===== src/rtl/axis_pkg.sv =====
// Shared types and default constants for the AXI-Stream slave stage.
package axis_pkg;

    typedef struct packed {
        logic [31:0] tdata;
        logic [3:0]  tstrb;
        logic [3:0]  tkeep;
        logic [1:0]  tuser;
        logic        tlast;
    } axis_beat_t;

    typedef enum logic [1:0] {
        IDLE,
        RECV,
        DRAIN
    } axis_slv_state_t;

    localparam int         AXIS_FIFO_DEPTH_DEFAULT     = 8;
    localparam logic [7:0] AXIS_BK_RDY_TIMEOUT_DEFAULT = 8'd5;

endpackage


===== src/rtl/axis_slave_fifo.sv =====
// First-word-fall-through FIFO of AXIS beats; the head is zero when empty.
module axis_slave_fifo
    import axis_pkg::*;
#(
    parameter int DEPTH = AXIS_FIFO_DEPTH_DEFAULT,
    localparam int AW   = $clog2(DEPTH),
    localparam int CW   = AW + 1
) (
    input  logic          clk,
    input  logic          rst_n,
    input  logic          push,
    input  axis_beat_t    push_beat,
    input  logic          pop,
    output logic [CW-1:0] count,
    output axis_beat_t    head
);

    axis_beat_t    mem [DEPTH];
    logic [AW-1:0] wr_ptr;
    logic [AW-1:0] rd_ptr;

    // Pointers wrap naturally because DEPTH is a power of two
    always_ff @(posedge clk or negedge rst_n) begin
        if (!rst_n) begin
            wr_ptr <= '0;
            rd_ptr <= '0;
            count  <= '0;
        end else begin
            if (push) wr_ptr <= wr_ptr + 1'b1;
            if (pop)  rd_ptr <= rd_ptr + 1'b1;
            unique case ({push, pop})
                2'b10:   count <= count + 1'b1;
                2'b01:   count <= count - 1'b1;
                default: count <= count;
            endcase
        end
    end

    always_ff @(posedge clk) begin
        if (push) mem[wr_ptr] <= push_beat;
    end

    assign head = (count != '0) ? mem[rd_ptr] : '0;

endmodule


===== src/rtl/axis_slave.sv =====
// AXIS slave stage: FIFO-buffered, one frame at a time, with beat count and done pulse.
// Define AXIS_SLAVE_TIMEOUT_EN to enable the backend stall detector driving bk_nordy.
module axis_slave
    import axis_pkg::*;
#(
    parameter int         FIFO_DEPTH     = AXIS_FIFO_DEPTH_DEFAULT,
    parameter logic [7:0] BK_RDY_TIMEOUT = AXIS_BK_RDY_TIMEOUT_DEFAULT
) (
    input  logic        axi_aclk,
    input  logic        axi_aresetn,
    input  logic        axis_tvalid,
    input  logic [31:0] axis_tdata,
    input  logic [3:0]  axis_tstrb,
    input  logic [3:0]  axis_tkeep,
    input  logic [1:0]  axis_tuser,
    input  logic        axis_tlast,
    output logic        axis_tready,
    output logic        bk_valid,
    output logic [31:0] bk_data,
    output logic [3:0]  bk_tstrb,
    output logic [3:0]  bk_tkeep,
    output logic [1:0]  bk_user,
    output logic        bk_last,
    input  logic        bk_ready,
    output logic        bk_done,
    output logic [7:0]  bk_beat_cnt,
    output logic        bk_nordy
);

    localparam int CW = $clog2(FIFO_DEPTH) + 1;

    axis_slv_state_t state;
    axis_slv_state_t state_next;
    axis_beat_t      in_beat;
    axis_beat_t      head;
    logic [CW-1:0]   count;
    logic [CW-1:0]   count_next;
    logic            push;
    logic            pop;

    assign in_beat = '{tdata: axis_tdata, tstrb: axis_tstrb, tkeep: axis_tkeep,
                       tuser: axis_tuser, tlast: axis_tlast};
    assign push    = axis_tvalid & axis_tready;
    assign pop     = bk_valid & bk_ready;

    axis_slave_fifo #(.DEPTH(FIFO_DEPTH)) u_fifo (
        .clk       (axi_aclk),
        .rst_n     (axi_aresetn),
        .push      (push),
        .push_beat (in_beat),
        .pop       (pop),
        .count     (count),
        .head      (head)
    );

    assign bk_valid = (count != '0);
    assign bk_data  = head.tdata;
    assign bk_tstrb = head.tstrb;
    assign bk_tkeep = head.tkeep;
    assign bk_user  = head.tuser;
    assign bk_last  = head.tlast;

    always_comb begin
        state_next = state;
        unique case (state)
            IDLE:    if (push) state_next = axis_tlast ? DRAIN : RECV;
            RECV:    if (push && axis_tlast) state_next = DRAIN;
            DRAIN:   if (pop && bk_last) state_next = IDLE;
            default: state_next = IDLE;
        endcase
        count_next = count;
        if (push && !pop)
            count_next = count + 1'b1;
        else if (!push && pop)
            count_next = count - 1'b1;
    end

    // Ready is registered from next-cycle occupancy and state, so a pop frees space one cycle later
    always_ff @(posedge axi_aclk or negedge axi_aresetn) begin
        if (!axi_aresetn) begin
            state       <= IDLE;
            axis_tready <= 1'b0;
            bk_done     <= 1'b0;
            bk_beat_cnt <= 8'd0;
        end else begin
            state       <= state_next;
            axis_tready <= (count_next != CW'(FIFO_DEPTH)) && (state_next != DRAIN);
            bk_done     <= pop & bk_last;
            if (push) begin
                if (state == IDLE)
                    bk_beat_cnt <= 8'd1;
                else if (bk_beat_cnt != 8'd255)
                    bk_beat_cnt <= bk_beat_cnt + 8'd1;
            end
        end
    end

`ifdef AXIS_SLAVE_TIMEOUT_EN
    logic [7:0] stall_cnt;

    always_ff @(posedge axi_aclk or negedge axi_aresetn) begin
        if (!axi_aresetn)
            stall_cnt <= 8'd0;
        else if (bk_valid && !bk_ready) begin
            if (stall_cnt != 8'd255) stall_cnt <= stall_cnt + 8'd1;
        end else
            stall_cnt <= 8'd0;
    end

    assign bk_nordy = (stall_cnt >= BK_RDY_TIMEOUT);
`else
    logic unused_timeout;
    assign unused_timeout = ^BK_RDY_TIMEOUT;
    assign bk_nordy       = 1'b0;
`endif

endmodule

===== config.mk =====
export PLATFORM = sky130hd
export DESIGN_NAME = axis_slave
export DESIGN_NICKNAME = d
export VERILOG_FILES = /design/src/rtl/axis_pkg.sv /design/src/rtl/axis_slave_fifo.sv /design/src/rtl/axis_slave.sv
export SDC_FILE = /design/constraint.sdc
export NUM_CORES = 1
export LEC_CHECK = 0
export CELL_PAD_IN_SITES_DETAIL_PLACEMENT = 1
export CELL_PAD_IN_SITES_GLOBAL_PLACEMENT = 2
export CORE_ASPECT_RATIO = 0.5
export CORE_MARGIN = 2
export CORE_UTILIZATION = 46
export CTS_CLUSTER_DIAMETER = 150
export CTS_CLUSTER_SIZE = 30
export DETAILED_ROUTE_END_ITERATION = 16
export PLACE_DENSITY = 0.88
export SKIP_LAST_GASP = 1
export SLEW_MARGIN = 0
export SYNTH_ARGS = -nofsm -noshare
export SYNTH_HDL_FRONTEND = slang
export SYNTH_SLANG_ARGS = --single-unit

===== constraint.sdc =====
create_clock -name axi_aclk -period 7.05 [get_ports axi_aclk]
set_clock_uncertainty 0.15 [all_clocks]
set_input_delay 1.41 -clock axi_aclk [delete_from_list [all_inputs] [get_ports axi_aclk]]
set_output_delay 1.41 -clock axi_aclk [all_outputs]
set_load 0.1 [all_outputs]

# Word level (Yosys, flattened, before mapping)
# Memory sizes are Yosys's and may differ from the RTL's.
# Cells that the tools add are included.
[word_totals] regBits=22 ramBits=344 inputBits=47 out_inout_bits=55 elab_cells=48 memories=1
[memory_table] name="u_fifo.mem" depth=8 word_bits=43 rd=1 rd_clocked_by_memory_dff=0 wr=1 line_no="axis_slave_fifo.sv:18" source="axis_beat_t mem [DEPTH];"
[classes] n_addsub=5 eq_ne=7 mux=13 bitwise=3 n_reduce_logical=12
[op_table] op="43-bit 2-to-1 mux" n=1
[op_table] op="8-bit 2-to-1 mux" n=2
[op_table] op="8-bit by 1-bit adder with 8-bit output (second input constant)" n=1
[op_table] op="2-bit 2-to-1 mux" n=4
[op_table] op="4-bit 2-to-1 mux" n=2
[op_table] op="8-bit != test (second input constant)" n=1
[op_table] op="4-bit one-hot mux with 2 select lines" n=1
[op_table] op="3-bit by 1-bit adder with 3-bit output (second input constant)" n=2
[op_table] op="2-bit one-hot mux with 3 select lines" n=1
[op_table] op="1-bit logical AND" n=5
[op_table] op="4-bit by 1-bit adder with 4-bit output (second input constant)" n=1
[op_table] op="2-bit by 1-bit == test with 1-bit output (second input constant)" n=2
[op_table] op="2-bit == test (second input constant)" n=2
[op_table] op="4-bit != test (second input constant)" n=1
[op_table] op="2-bit nonzero test" n=2
[op_table] op="4-bit nonzero test" n=1
[op_table] op="4-bit by 1-bit subtractor with 4-bit output (second input constant)" n=1
[op_table] op="1-bit bitwise AND" n=3
[op_table] op="1-bit zero test" n=2
[op_table] op="2-bit zero test" n=1
[op_table] op="1-bit 2-to-1 mux" n=2
[op_table] op="2-bit != test (second input constant)" n=1
[op_table] op="2-bit AND reduction" n=1

# Depth between registers and ports, before layout
# Gate-level depths: netlist of run 1.
[logic_depth] word_depth=7 depth_mapped=14 depth_no_buf=13

# By module
# A second synthesis of run 1 with hierarchy kept.
[hier_totals] hier_cells=675 area_unflattened_um2=14347.5
[by_module_without_submodules] module="axis_slave_fifo" n_inst=1 cells_each=597 area_per_inst_um2=13621.8 seq_area_each_um2=10580.1
[by_module_without_submodules] module="axis_slave" n_inst=1 cells_each=78 area_per_inst_um2=725.7 seq_area_each_um2=300.3

# Worst setup path before layout of run 1
# Ideal clock, no wire load.
[synth_timing] path_type="input to register" startpoint="in axis_tvalid" endpoint="mem u_fifo.mem[0][0] (netlist bit) (enable)" setup_ns=0.550 arrival_time_ns=5.956 t_required_ns=6.350 setup_slack_ns=0.394 stages=4 path_buffers=1 path_cell_list="and2_1 inv_1 buf_1 nor4_1"
[synth_via] elab_chain_cells=3
[synth_lines] item="start, declared" line_no="axis_slave.sv:11" source="input logic axis_tvalid,"
[synth_lines] item="1-bit bitwise AND" line_no="axis_slave.sv:43" source="assign push = axis_tvalid & axis_tready;"
[synth_lines] item="1-bit 2-to-1 mux" line_no="axis_slave_fifo.sv:40" source="if (push) mem[wr_ptr] <= push_beat;"
[synth_lines] item="1-bit 2-to-1 mux (implied by the code)" line_no="axis_slave_fifo.sv:40"
[synth_lines] item="end, declared" line_no="axis_slave_fifo.sv:18"
# No other way between the ends.

# Worst setup path after layout of run 1
[layout_timing] startpoint="reg u_fifo.rd_ptr[1]" endpoint="out bk_user[1]"
[layout_via] elab_chain_cells=2
[layout_lines] item="start, declared" line_no="axis_slave_fifo.sv:20" source="logic [AW-1:0] rd_ptr;"
[layout_lines] item="start signal, assigned" line_no="axis_slave_fifo.sv:30" source="if (pop) rd_ptr <= rd_ptr + 1'b1;"
[layout_lines] item="memory read 8 x 43 bit"
[layout_lines] item="43-bit 2-to-1 mux" line_no="axis_slave_fifo.sv:43" source="assign head = (count != '0) ? mem[rd_ptr] : '0;"
[layout_lines] item="end, declared" line_no="axis_slave.sv:22" source="output logic [1:0] bk_user,"
# No other way between the ends.

==> out/qor.yml, run 1 <==
run_status:
  status: "completed"
final_layout:
  layout.area.seq_um2: 10900
  fillCellCount: 2670
  antenna_cells: 0
  area_growth_pct: 13.4
  most_frequent_cells_in_the_layout: "344 x sky130_fd_sc_hd__edfxtp_1, 100 x sky130_fd_sc_hd__clkdlybuf4s50_1, 86 x sky130_fd_sc_hd__mux4_2"
  nNetsFinal: 838
  final_cell_area_um2: 16300
  post_route_cells_drive_above_1_share_pct: 17.5
  area_used_by_multi_input_combinational_logic_um2: 3300
  most_frequent_standard_cell_in_the_layout_excluding_fill_and_tap_cells: "sky130_fd_sc_hd__edfxtp_1"
floorplanning:
  die_height_um: 129
  die_x_um: 254
  initial_core_util_pct: 47.1
  num_io_pins: 102
  dieArea_um2: 32800
  row_count: 45
  coreArea_um2: 30600
sta:
  period_utilisation_layout_pct: 76.7
  final.setup.tns_ps: 0
  tightest_slew_ps: 1040
  grt_setup_unrepaired: "no"
  timing.final.setup_violations: 0
  timing.final.hold_violations: 0
  maxClockFrequency_mhz: 185
  layout_setup_ws_ps: 1640
  final_period_minus_worst_setup_slack_ps: 5410
  headroom_to_the_max_slew_limit_pct: 30.3
  final-max-slew-violation-count: 0
synth:
  main_synth_ff_type: "sky130_fd_sc_hd__edfxtp_1"
  synthesis.area_per_instance_um2: 21.0
  netlist-cell-type-count: 55
  synth_largest_type_area_fraction_pct: 71.7
  synth_enable_flop_cells: 344
  synth.top_cells.by_area: "sky130_fd_sc_hd__edfxtp_1 72%, sky130_fd_sc_hd__mux4_2 13%, sky130_fd_sc_hd__dfrtp_1 3.8%"
  synthSimpleGateAreaFrac_pct: 3.22
  post_synth_mux_area_share_pct: 16.8
  async_flop_share_pct: 6.01
  area_fraction_in_compound_gates_after_synthesis_pct: 1.24
  postSynthRegisterBits: 366
  synth_area_um2: 14400
  syn-num-nets: 741
  synth_adder_area_share_pct: 0.782
  synth_top_family_by_area: "multiplexers"
  synth.yosys.warnings: 0
  post-synth-top-area-cell: "sky130_fd_sc_hd__edfxtp_1"
  synth_area_in_xor_xnor_pct: 0.487
  synth_seq_area_share_pct: 75.6
  synth_cells: 685
routing:
  final_antenna_net_count: 0
  detail_route.first_pass.iterations: 5
  drt-wirelength-per-cell_um: 24.5
  total_detailed_routing_wirelength_mm: 29.6
  detail_route.drc_violations: 0
  drtIter0Drc: 451
  detailroute.via_count: 6812
  drt-vias-per-instance: 5.63
placed_design:
  post_dp_cell_area_um2: 15900
  gp_routability_congestion: 0.760
  dp_hpwl_mm: 17.3
  dp_worst_setup_slack_ps: 2160
  port_buffers: 100
global_routing:
  grt_antenna_before_repair: 1
  grt_use_total_pct: 18.4
  pin_count_of_the_biggest_net_entering_global_routing: 69
  global_route.overflow_total: 0
  grt_pass1_wl_mm: 45.4
  grt_pass1_vias: 7525
clocking:
  worst_skew_pair.late_latency_ps: 520
  hold_buffers: 0
  cts_inserted_buffers: 16
  ctsResizeCount: 0
  cts_num_sinks: 366
  clk_transition_reported_paths_ps: 120
  cts_tree: "built"
  clock_tree.htree_level_count: 1
  post_cts_buffers: 0
  buffers_from_clock_root_to_sink_at_most: 3
  cts.root.buffer_cell: "sky130_fd_sc_hd__clkbuf_16"
flow_run:
  timing.max_cap.violations: 0
hold_path:
  min_path_type: "reg2reg"
  worst_hold_startpoint: "bk_beat_cnt[0]$_DFFE_PN0P_"
  hold-path-cell-count: 1
  worst_hold_path.endpoint: "bk_beat_cnt[0]$_DFFE_PN0P_"
worst_setup_path:
  rr_endpoint: "axis_tready$_DFF_PN0_"
  r2r-start: "u_fifo.count[0]$_DFFE_PN0P_"
  critical_path.max_fanout: 68
  startpoint_type: "flip-flop"
  setup.worst_path.end_class: "output port"
  cp_top_family: "buffers and inverters"
  crit_type: "reg2out"
  critPathMaxStageDelay_ps: 1170
  worst-r2r-cell-count: 14
  worst-r2r-setup-slack_ps: 3550
  worst-endpoint-required_ps: 5490
  timing.critical_path.buf_inv: 2
  crit_slowest_cell: "sky130_fd_sc_hd__clkdlybuf4s50_1"
  crit_path_cell_trace: "buf_4 -> mux4_2 -> mux2i_1 -> nor2_1 -> clkdlybuf4s50_1"
  worstPathArrival_ps: 3850
==> area by class of cell <==
cell class / instances / area share [%]
Clock inverter: 1 / 0.184
Clock buffer: 22 / 2.72
Tap cell: 423 / 3.24
Inverter: 9 / 0.207
Timing Repair Buffer: 113 / 6.80
Sequential cell: 366 / 66.7
Multi-Input combinational cell: 276 / 20.2
==> cell families after synthesis <==
| group | after synthesis |
|---|---|
| compound gates | 26 |
| flops | 366 |
| buf+inv | 43 |
| fa+ha+maj | 9 |
| mux | 133 |
| other cells | 1 |
| xor+xnor | 8 |
| simple gates | 99 |
==> flip-flops by register name, indices dropped and copies added, names as in the netlist <==
name	flops
u_fifo.mem	344
u_fifo.wr_ptr	3
bk_beat_cnt	8
u_fifo.rd_ptr	3
u_fifo.count	4
axis_tready	1
bk_done	1
state	2
==> how the worst max path moves through the flow <==
stage                                            start                          to  slack [ps]  cells after the start
after floorplan                            axis_tvalid  u_fifo.mem[0][0]$_DFFE_PP_         390                      4
after global placement    u_fifo.rd_ptr[1]$_DFFE_PN0P_                  bk_user[1]        2240                      5
after detailed placement  u_fifo.rd_ptr[0]$_DFFE_PN0P_                  bk_data[6]        2160                      5
after CTS                 u_fifo.rd_ptr[0]$_DFFE_PN0P_                  bk_data[6]        1570                      5
after global routing      u_fifo.rd_ptr[0]$_DFFE_PN0P_                  bk_data[6]        1440                      5
final                     u_fifo.rd_ptr[1]$_DFFE_PN0P_                  bk_user[1]        1640                      5
==> through the flow <==
| step | instances | util (%) | hold slack (ps) |
|---|---|---|---|
| 2_1_floorplan | 685 | - | 351 |
| 3_3_place_gp | 1187 | 51.9 | 366 |
| 3_5_place_dp | 1187 | 51.9 | 377 |
| 4_1_cts | 1210 | 53.4 | 395 |
| 5_1_grt | 1210 | 53.4 | 418 |
| 6_report | 1210 | 53.4 | 392 |
==> synth_stat cells, types with 2 or more instances <==
| cell | number |
|---|---|
| sky130_fd_sc_hd__a21oi_1 | 8 |
| sky130_fd_sc_hd__o21ai_0 | 4 |
| sky130_fd_sc_hd__buf_2 | 15 |
| sky130_fd_sc_hd__nor2_1 | 58 |
| sky130_fd_sc_hd__edfxtp_1 | 344 |
| sky130_fd_sc_hd__mux2i_1 | 45 |
| sky130_fd_sc_hd__and3_1 | 3 |
| sky130_fd_sc_hd__clkbuf_1 | 8 |
| sky130_fd_sc_hd__nand2b_1 | 3 |
| sky130_fd_sc_hd__inv_1 | 8 |
| sky130_fd_sc_hd__nor3_1 | 7 |
| sky130_fd_sc_hd__dfrtp_1 | 22 |
| sky130_fd_sc_hd__buf_8 | 3 |
| sky130_fd_sc_hd__buf_1 | 2 |
| sky130_fd_sc_hd__ha_1 | 9 |
| sky130_fd_sc_hd__nand3_1 | 4 |
| sky130_fd_sc_hd__buf_4 | 2 |
| sky130_fd_sc_hd__o211ai_1 | 2 |
| sky130_fd_sc_hd__nand2_1 | 9 |
| sky130_fd_sc_hd__buf_12 | 3 |
| sky130_fd_sc_hd__xor2_1 | 3 |
| sky130_fd_sc_hd__xnor2_1 | 5 |
| sky130_fd_sc_hd__mux4_2 | 86 |
==> routing by layer <==
metal / GRT usage [%] / wire length (um) / vias up
met2: 33.2 / 15600 / 151
met3: 2.41 / 1090 / 32
met4: 3.46 / 356 / 2
li1: - / - / 2957
met1: 24.5 / 12600 / 3670
met5: 0 / 13 / -
Power of run 1 is not shown: default switching activity piles up to over one toggle a cycle in this logic, so the estimate is an artifact.
==> run 2, diff against run 1 <==
==> constraint.sdc (replaced) <==
create_clock -name axi_aclk -period 5.4 [get_ports axi_aclk]
set_clock_uncertainty 0.15 [all_clocks]
set_input_delay 1.08 -clock axi_aclk [delete_from_list [all_inputs] [get_ports axi_aclk]]
set_output_delay 1.08 -clock axi_aclk [all_outputs]
set_load 0.1 [all_outputs]
==> out/qor.yml, run 2 (same netlist as run 1, synthesis figures left out) <==
run_status:
  status: "completed"  # unchanged
sta:
  final.setup.tns_ps: 0  # unchanged
  layout_setup_ws_ps: 992  # was 1640 ps
  tightest_slew_ps: 1120  # was 1040 ps
  maxClockFrequency_mhz: 227
  headroom_to_the_max_slew_limit_pct: 25.4  # was 30.3%
  final-max-slew-violation-count: 0  # unchanged
  timing.final.hold_violations: 0  # unchanged
  final_period_minus_worst_setup_slack_ps: 4410
  timing.final.setup_violations: 0  # unchanged
  period_utilisation_layout_pct: 81.6
  grt_setup_unrepaired: "no"  # unchanged
clocking:
  clk_transition_reported_paths_ps: 120  # about the same
  clock_tree.htree_level_count: 1  # unchanged
  cts_num_sinks: 366  # unchanged
  cts_inserted_buffers: 16  # unchanged
  buffers_from_clock_root_to_sink_at_most: 3  # unchanged
  post_cts_buffers: 0  # unchanged
  worst_skew_pair.late_latency_ps: 530  # was 520 ps
  cts.root.buffer_cell: "sky130_fd_sc_hd__clkbuf_16"  # unchanged
  cts_tree: "built"  # unchanged
  hold_buffers: 0  # unchanged
  ctsResizeCount: 0  # unchanged
final_layout:
  number_of_standard_cells_in_the_final_layout_excluding_fillers: 1215  # was 1210
  most_frequent_standard_cell_in_the_layout_excluding_fill_and_tap_cells: "sky130_fd_sc_hd__edfxtp_1"  # unchanged
  post_route_cells_drive_above_1_share_pct: 23.4  # was 17.5%
  area_growth_pct: 13.4  # about the same
  most_frequent_cells_in_the_layout: "344 x sky130_fd_sc_hd__edfxtp_1, 86 x sky130_fd_sc_hd__mux4_2, 58 x sky130_fd_sc_hd__clkdlybuf4s50_1"  # was 344 x sky130_fd_sc_hd__edfxtp_1, 100 x sky130_fd_sc_hd__clkdlybuf4s50_1, 86 x sky130_fd_sc_hd__mux4_2
  nNetsFinal: 843  # was 838
  fillCellCount: 2697  # was 2670
  final_cell_area_um2: 16300  # about the same
  largest_reg_flops: 344  # unchanged
  largest-register: "u_fifo.mem"  # unchanged
  biggestRegsByFlops: "u_fifo.mem: 344 flops, bk_beat_cnt: 8 flops, u_fifo.count: 4 flops"  # unchanged
  antenna_cells: 0  # unchanged
routing:
  drt-vias-per-instance: 5.65  # was 5.63
  drt-wirelength-per-cell_um: 25.0  # was 24.5 um
  total_detailed_routing_wirelength_mm: 30.4  # was 29.6 mm
  detail_route.drc_violations: 0  # unchanged
  final_antenna_net_count: 0  # unchanged
  detailroute.via_count: 6864  # was 6812
  drtIter0Drc: 555  # was 451
  detail_route.first_pass.iterations: 5  # unchanged
floorplanning:
  row_count: 45  # unchanged
  die_x_um: 254  # unchanged
  coreArea_um2: 30600  # unchanged
  num_io_pins: 102  # unchanged
  die_height_um: 129  # unchanged
  initial_core_util_pct: 47.1  # unchanged
  dieArea_um2: 32800  # unchanged
global_routing:
  global_route.overflow_total: 0  # unchanged
  grt_pass1_vias: 7524  # was 7525
  grt_pass1_wl_mm: 46.2  # was 45.4 mm
  global_route.usage.met1_pct: 25.5  # was 24.5%
  grt_util_met3_pct: 1.99  # was 2.41%
  grt_use_total_pct: 18.8  # was 18.4%
  grt_use_met2_pct: 34.2  # was 33.2%
  pin_count_of_the_biggest_net_entering_global_routing: 75  # was 69
  grt_antenna_before_repair: 0  # was 1
  gr-max-usage-layer: "met2"  # unchanged
worst_setup_path:
  startpoint_type: "flip-flop"  # unchanged
  critPathMaxStageDelay_ps: 1170  # about the same
  crit_path_cell_trace: "inv_1 -> ha_1 -> nor3b_4 -> buf_4 -> nor2_1 -> clkdlybuf4s50_1"  # was buf_4 -> mux4_2 -> mux2i_1 -> nor2_1 -> clkdlybuf4s50_1
  crit_slowest_cell: "sky130_fd_sc_hd__clkdlybuf4s50_1"  # unchanged
  critical_path.max_fanout: 22  # was 68
  worst-endpoint-required_ps: 4170  # was 5490 ps
  setup.worst_path.end_class: "output port"  # unchanged
  crit_type: "reg2out"  # unchanged
  worstPathArrival_ps: 3180  # was 3850 ps
placed_design:
  dp_worst_setup_slack_ps: 1440  # was 2160 ps
  gp_routability_congestion: 0.768  # was 0.760
  port_buffers: 100  # unchanged
  dp_hpwl_mm: 17.8  # was 17.3 mm
  post_dp_cell_area_um2: 15900  # about the same
  place_inst: 1192  # was 1187
hold_path:
  min_path_type: "reg2reg"  # unchanged
flow_run:
  timing.max_cap.violations: 0  # unchanged
run 2: changes by cell type in the layout (fill, tap and decap cells not counted), sizes merged:
cell	before	now
clkdlybuf4s50	100	58
buf	13	60
run 2: critical path, delay by kind of cell, from the launching register on:
kind,cells,cell delay (ps)
adder cells (fa/ha/maj),1,280
buffers and inverters,3,1540
flip-flops,1,440
AND/OR/NAND/NOR,2,390
run 2: metrics by stage:
step | utilization (%) | hold WS, ps
global route | 53.4 | 461
finish | 53.4 | 416
detailed placement | 51.8 | 409
floorplan | - | 351
CTS | 53.4 | 428
global placement | 51.8 | 367
run 2: layout make-up:
type	instances	area, um2	share of cell area (%)
Clock inverter	1	30.0	0.184
Sequential cell	366	10900	66.7
Multi-Input combinational cell	276	3300	20.2
Timing Repair Buffer	118	1090	6.70
Inverter	9	33.8	0.207
Clock buffer	22	444	2.72
Tap cell	423	529	3.24
run 2: final timing paths:
kind	startpoint	slack (ps)	cells past startpoint	endpoint
worst max-delay path	u_fifo.count[0]$_DFFE_PN0P_	990	6	bk_last
worst min-delay path	bk_beat_cnt[0]$_DFFE_PN0P_	420	1	bk_beat_cnt[0]$_DFFE_PN0P_
worst max register to register	u_fifo.count[0]$_DFFE_PN0P_	2150	14	axis_tready$_DFF_PN0_
worst min register to register	bk_beat_cnt[0]$_DFFE_PN0P_	420	1	bk_beat_cnt[0]$_DFFE_PN0P_
max in group asynchronous	axi_aresetn	3310	1	u_fifo.rd_ptr[0]$_DFFE_PN0P_
min in group asynchronous	axi_aresetn	990	1	bk_beat_cnt[5]$_DFFE_PN0P_
run 2: layer usage:
metal	part of all wire (%)	up-vias
met1	41	3693
met5	0	-
met2	53	186
li1	-	2956
met4	1.2	0
met3	4.5	29
Power of run 2 is left out for the same reason.
==> run 3, diff against run 2 <==
==> constraint.sdc (replaced) <==
create_clock -name axi_aclk -period 4.2 [get_ports axi_aclk]
set_clock_uncertainty 0.15 [all_clocks]
set_input_delay 0.84 -clock axi_aclk [delete_from_list [all_inputs] [get_ports axi_aclk]]
set_output_delay 0.84 -clock axi_aclk [all_outputs]
set_load 0.1 [all_outputs]
==> out/qor.yml, run 3 (same netlist as run 1, synthesis figures left out) <==
worst_setup_path:
  critical_path.max_fanout: 32  # was 22
  crit_slowest_cell: "sky130_fd_sc_hd__dfrtp_4"  # was sky130_fd_sc_hd__clkdlybuf4s50_1
  worst-r2r-setup-slack_ps: 910  # was 2150 ps
  crit_type: "reg2out"  # unchanged
  startpoint_type: "flip-flop"  # unchanged
  setup.worst_path.end_class: "output port"  # unchanged
  r2r-start: "u_fifo.count[0]$_DFFE_PN0P_"  # unchanged
  critPathMaxStageDelay_ps: 830  # was 1170 ps
  crit_path_cell_trace: "buf_12 -> mux4_2 -> mux2i_1 -> nor2_1 -> buf_4"  # was inv_1 -> ha_1 -> nor3b_4 -> buf_4 -> nor2_1 -> clkdlybuf4s50_1
  worst-r2r-cell-count: 14  # unchanged
  rr_endpoint: "axis_tready$_DFF_PN0_"  # unchanged
  worstPathArrival_ps: 2830  # was 3180 ps
  worst-endpoint-required_ps: 3210  # was 4170 ps
  timing.critical_path.buf_inv: 2  # was 3
  cp_top_family: "flip-flops"  # was buffers and inverters
hold_path:
  hold-path-cell-count: 1  # unchanged
  worst_hold_startpoint: "bk_beat_cnt[0]$_DFFE_PN0P_"  # unchanged
  worst_hold_path.endpoint: "bk_beat_cnt[0]$_DFFE_PN0P_"  # unchanged
  min_path_type: "reg2reg"  # unchanged
routing:
  drt-wirelength-per-cell_um: 25.3  # was 25.0 um
  detail_route.drc_violations: 0  # unchanged
  detail_route.first_pass.iterations: 4  # was 5
  drtIter0Drc: 545  # was 555
  drt-vias-per-instance: 5.66  # was 5.65
  total_detailed_routing_wirelength_mm: 30.8  # was 30.4 mm
  detailroute.via_count: 6905  # was 6864
  final_antenna_net_count: 0  # unchanged
global_routing:
  global_route.overflow_total: 0  # unchanged
  grt_use_total_pct: 19.5  # was 18.8%
  grt_pass1_vias: 7621  # was 7524
  grt_pass1_wl_mm: 47.9  # was 46.2 mm
  pin_count_of_the_biggest_net_entering_global_routing: 44  # was 75
  grt_antenna_before_repair: 0  # unchanged
final_layout:
  final_cell_area_um2: 16400  # was 16300 um2
  area_growth_pct: 13.9  # was 13.4%
  finish.utilization_pct: 53.6  # was 53.4%
  fillCellCount: 2727  # was 2697
  biggestRegsByFlops: "u_fifo.mem: 344 flops, bk_beat_cnt: 8 flops, u_fifo.count: 4 flops"  # unchanged
  nNetsFinal: 847  # was 843
  largest_reg_flops: 344  # unchanged
  most_frequent_cells_in_the_layout: "344 x sky130_fd_sc_hd__edfxtp_1, 86 x sky130_fd_sc_hd__mux4_2, 58 x sky130_fd_sc_hd__buf_4"  # was 344 x sky130_fd_sc_hd__edfxtp_1, 86 x sky130_fd_sc_hd__mux4_2, 58 x sky130_fd_sc_hd__clkdlybuf4s50_1
  layout.area.seq_um2: 10900  # unchanged
  area_used_by_multi_input_combinational_logic_um2: 3310  # was 3300 um2
  largest-register: "u_fifo.mem"  # unchanged
  most_frequent_standard_cell_in_the_layout_excluding_fill_and_tap_cells: "sky130_fd_sc_hd__edfxtp_1"  # unchanged
  antenna_cells: 0  # unchanged
  post_route_cells_drive_above_1_share_pct: 24.0  # was 23.4%
floorplanning:
  die_x_um: 254  # unchanged
  die_height_um: 129  # unchanged
  initial_core_util_pct: 47.1  # unchanged
  dieArea_um2: 32800  # unchanged
  coreArea_um2: 30600  # unchanged
  num_io_pins: 102  # unchanged
  row_count: 45  # unchanged
sta:
  tightest_slew_ps: 1070  # was 1120 ps
  hold-worst-slack_ps: 385  # was 416 ps
  maxClockFrequency_mhz: 262
  headroom_to_the_max_slew_limit_pct: 28.2  # was 25.4%
  grt_setup_unrepaired: "no"  # unchanged
  period_utilisation_layout_pct: 91.0
  timing.final.setup_violations: 0  # unchanged
  timing.final.hold_violations: 0  # unchanged
  final.setup.tns_ps: 0  # unchanged
  final-max-slew-violation-count: 0  # unchanged
  final_period_minus_worst_setup_slack_ps: 3820
clocking:
  cts.root.buffer_cell: "sky130_fd_sc_hd__clkbuf_16"  # unchanged
  cts_tree: "built"  # unchanged
  cts_num_sinks: 366  # unchanged
  cts_inserted_buffers: 16  # unchanged
  hold_buffers: 0  # unchanged
  worst_skew_pair.late_latency_ps: 530  # about the same
  buffers_from_clock_root_to_sink_at_most: 3  # unchanged
  post_cts_buffers: 0  # unchanged
  clk_transition_reported_paths_ps: 120  # about the same
  ctsResizeCount: 0  # unchanged
  clock_tree.htree_level_count: 1  # unchanged
placed_design:
  port_buffers: 100  # unchanged
  gp_routability_congestion: 0.760  # was 0.768
  post_dp_cell_area_um2: 15900  # about the same
  dp_hpwl_mm: 18.6  # was 17.8 mm
flow_run:
  timing.max_cap.violations: 0  # unchanged
run_status:
  status: "completed"  # unchanged
## run 3: worst max-delay path by stage
stage,startpoint,end,slack [ps],cells after the start
3_5_place_dp,axis_tvalid,axis_tready$_DFF_PN0_,800,10
4_1_cts,u_fifo.rd_ptr[0]$_DFFE_PN0P_,bk_data[20],300,5
3_3_place_gp,u_fifo.rd_ptr[0]$_DFFE_PN0P_,bk_data[20],910,5
2_1_floorplan,axis_tready$_DFF_PN0_,u_fifo.mem[4][0]$_DFFE_PP_,-930,4
6_report,u_fifo.rd_ptr[0]$_DFFE_PN0P_,bk_data[20],380,5
5_1_grt,u_fifo.rd_ptr[0]$_DFFE_PN0P_,bk_data[20],180,5
## run 3: final cells by class
| type | count | share of cell area, % |
|---|---|---|
| clock inverter | 1 | 0.183 |
| inverter | 9 | 0.206 |
| sequential | 366 | 66.4 |
| tap | 423 | 3.23 |
| multi-input combinational | 276 | 20.2 |
| clock buffer | 22 | 2.71 |
| timing repair buffer | 122 | 7.05 |
## run 3: worst reg2reg max path, delay by kind of cell (launching register included)
| kind | cells | cell delay [ps] |
|---|---|---|
| flops | 1 | 460 |
| buf+inv | 5 | 810 |
| simple gates | 4 | 650 |
| compound gates | 2 | 290 |
| fa+ha+maj | 3 | 820 |
## run 3: layer usage
metal / global-route usage (%) / up-vias / part of all wire [%] / routed length [um]
met5: 0 / - / 0 / 0
met4: 4.43 / 0 / 1.8 / 558
met3: 2.45 / 41 / 4.2 / 1280
met2: 33.9 / 187 / 51 / 15700
met1: 26.9 / 3699 / 43 / 13300
li1: - / 2978 / - / -
## run 3: stage by stage
stage	std cells	setup slack, ps
6_report	1219	379
5_1_grt	1219	177
4_1_cts	1219	305
3_5_place_dp	1196	798
3_3_place_gp	1196	913
2_1_floorplan	685	-930
Power of run 3 is left out for the same reason.
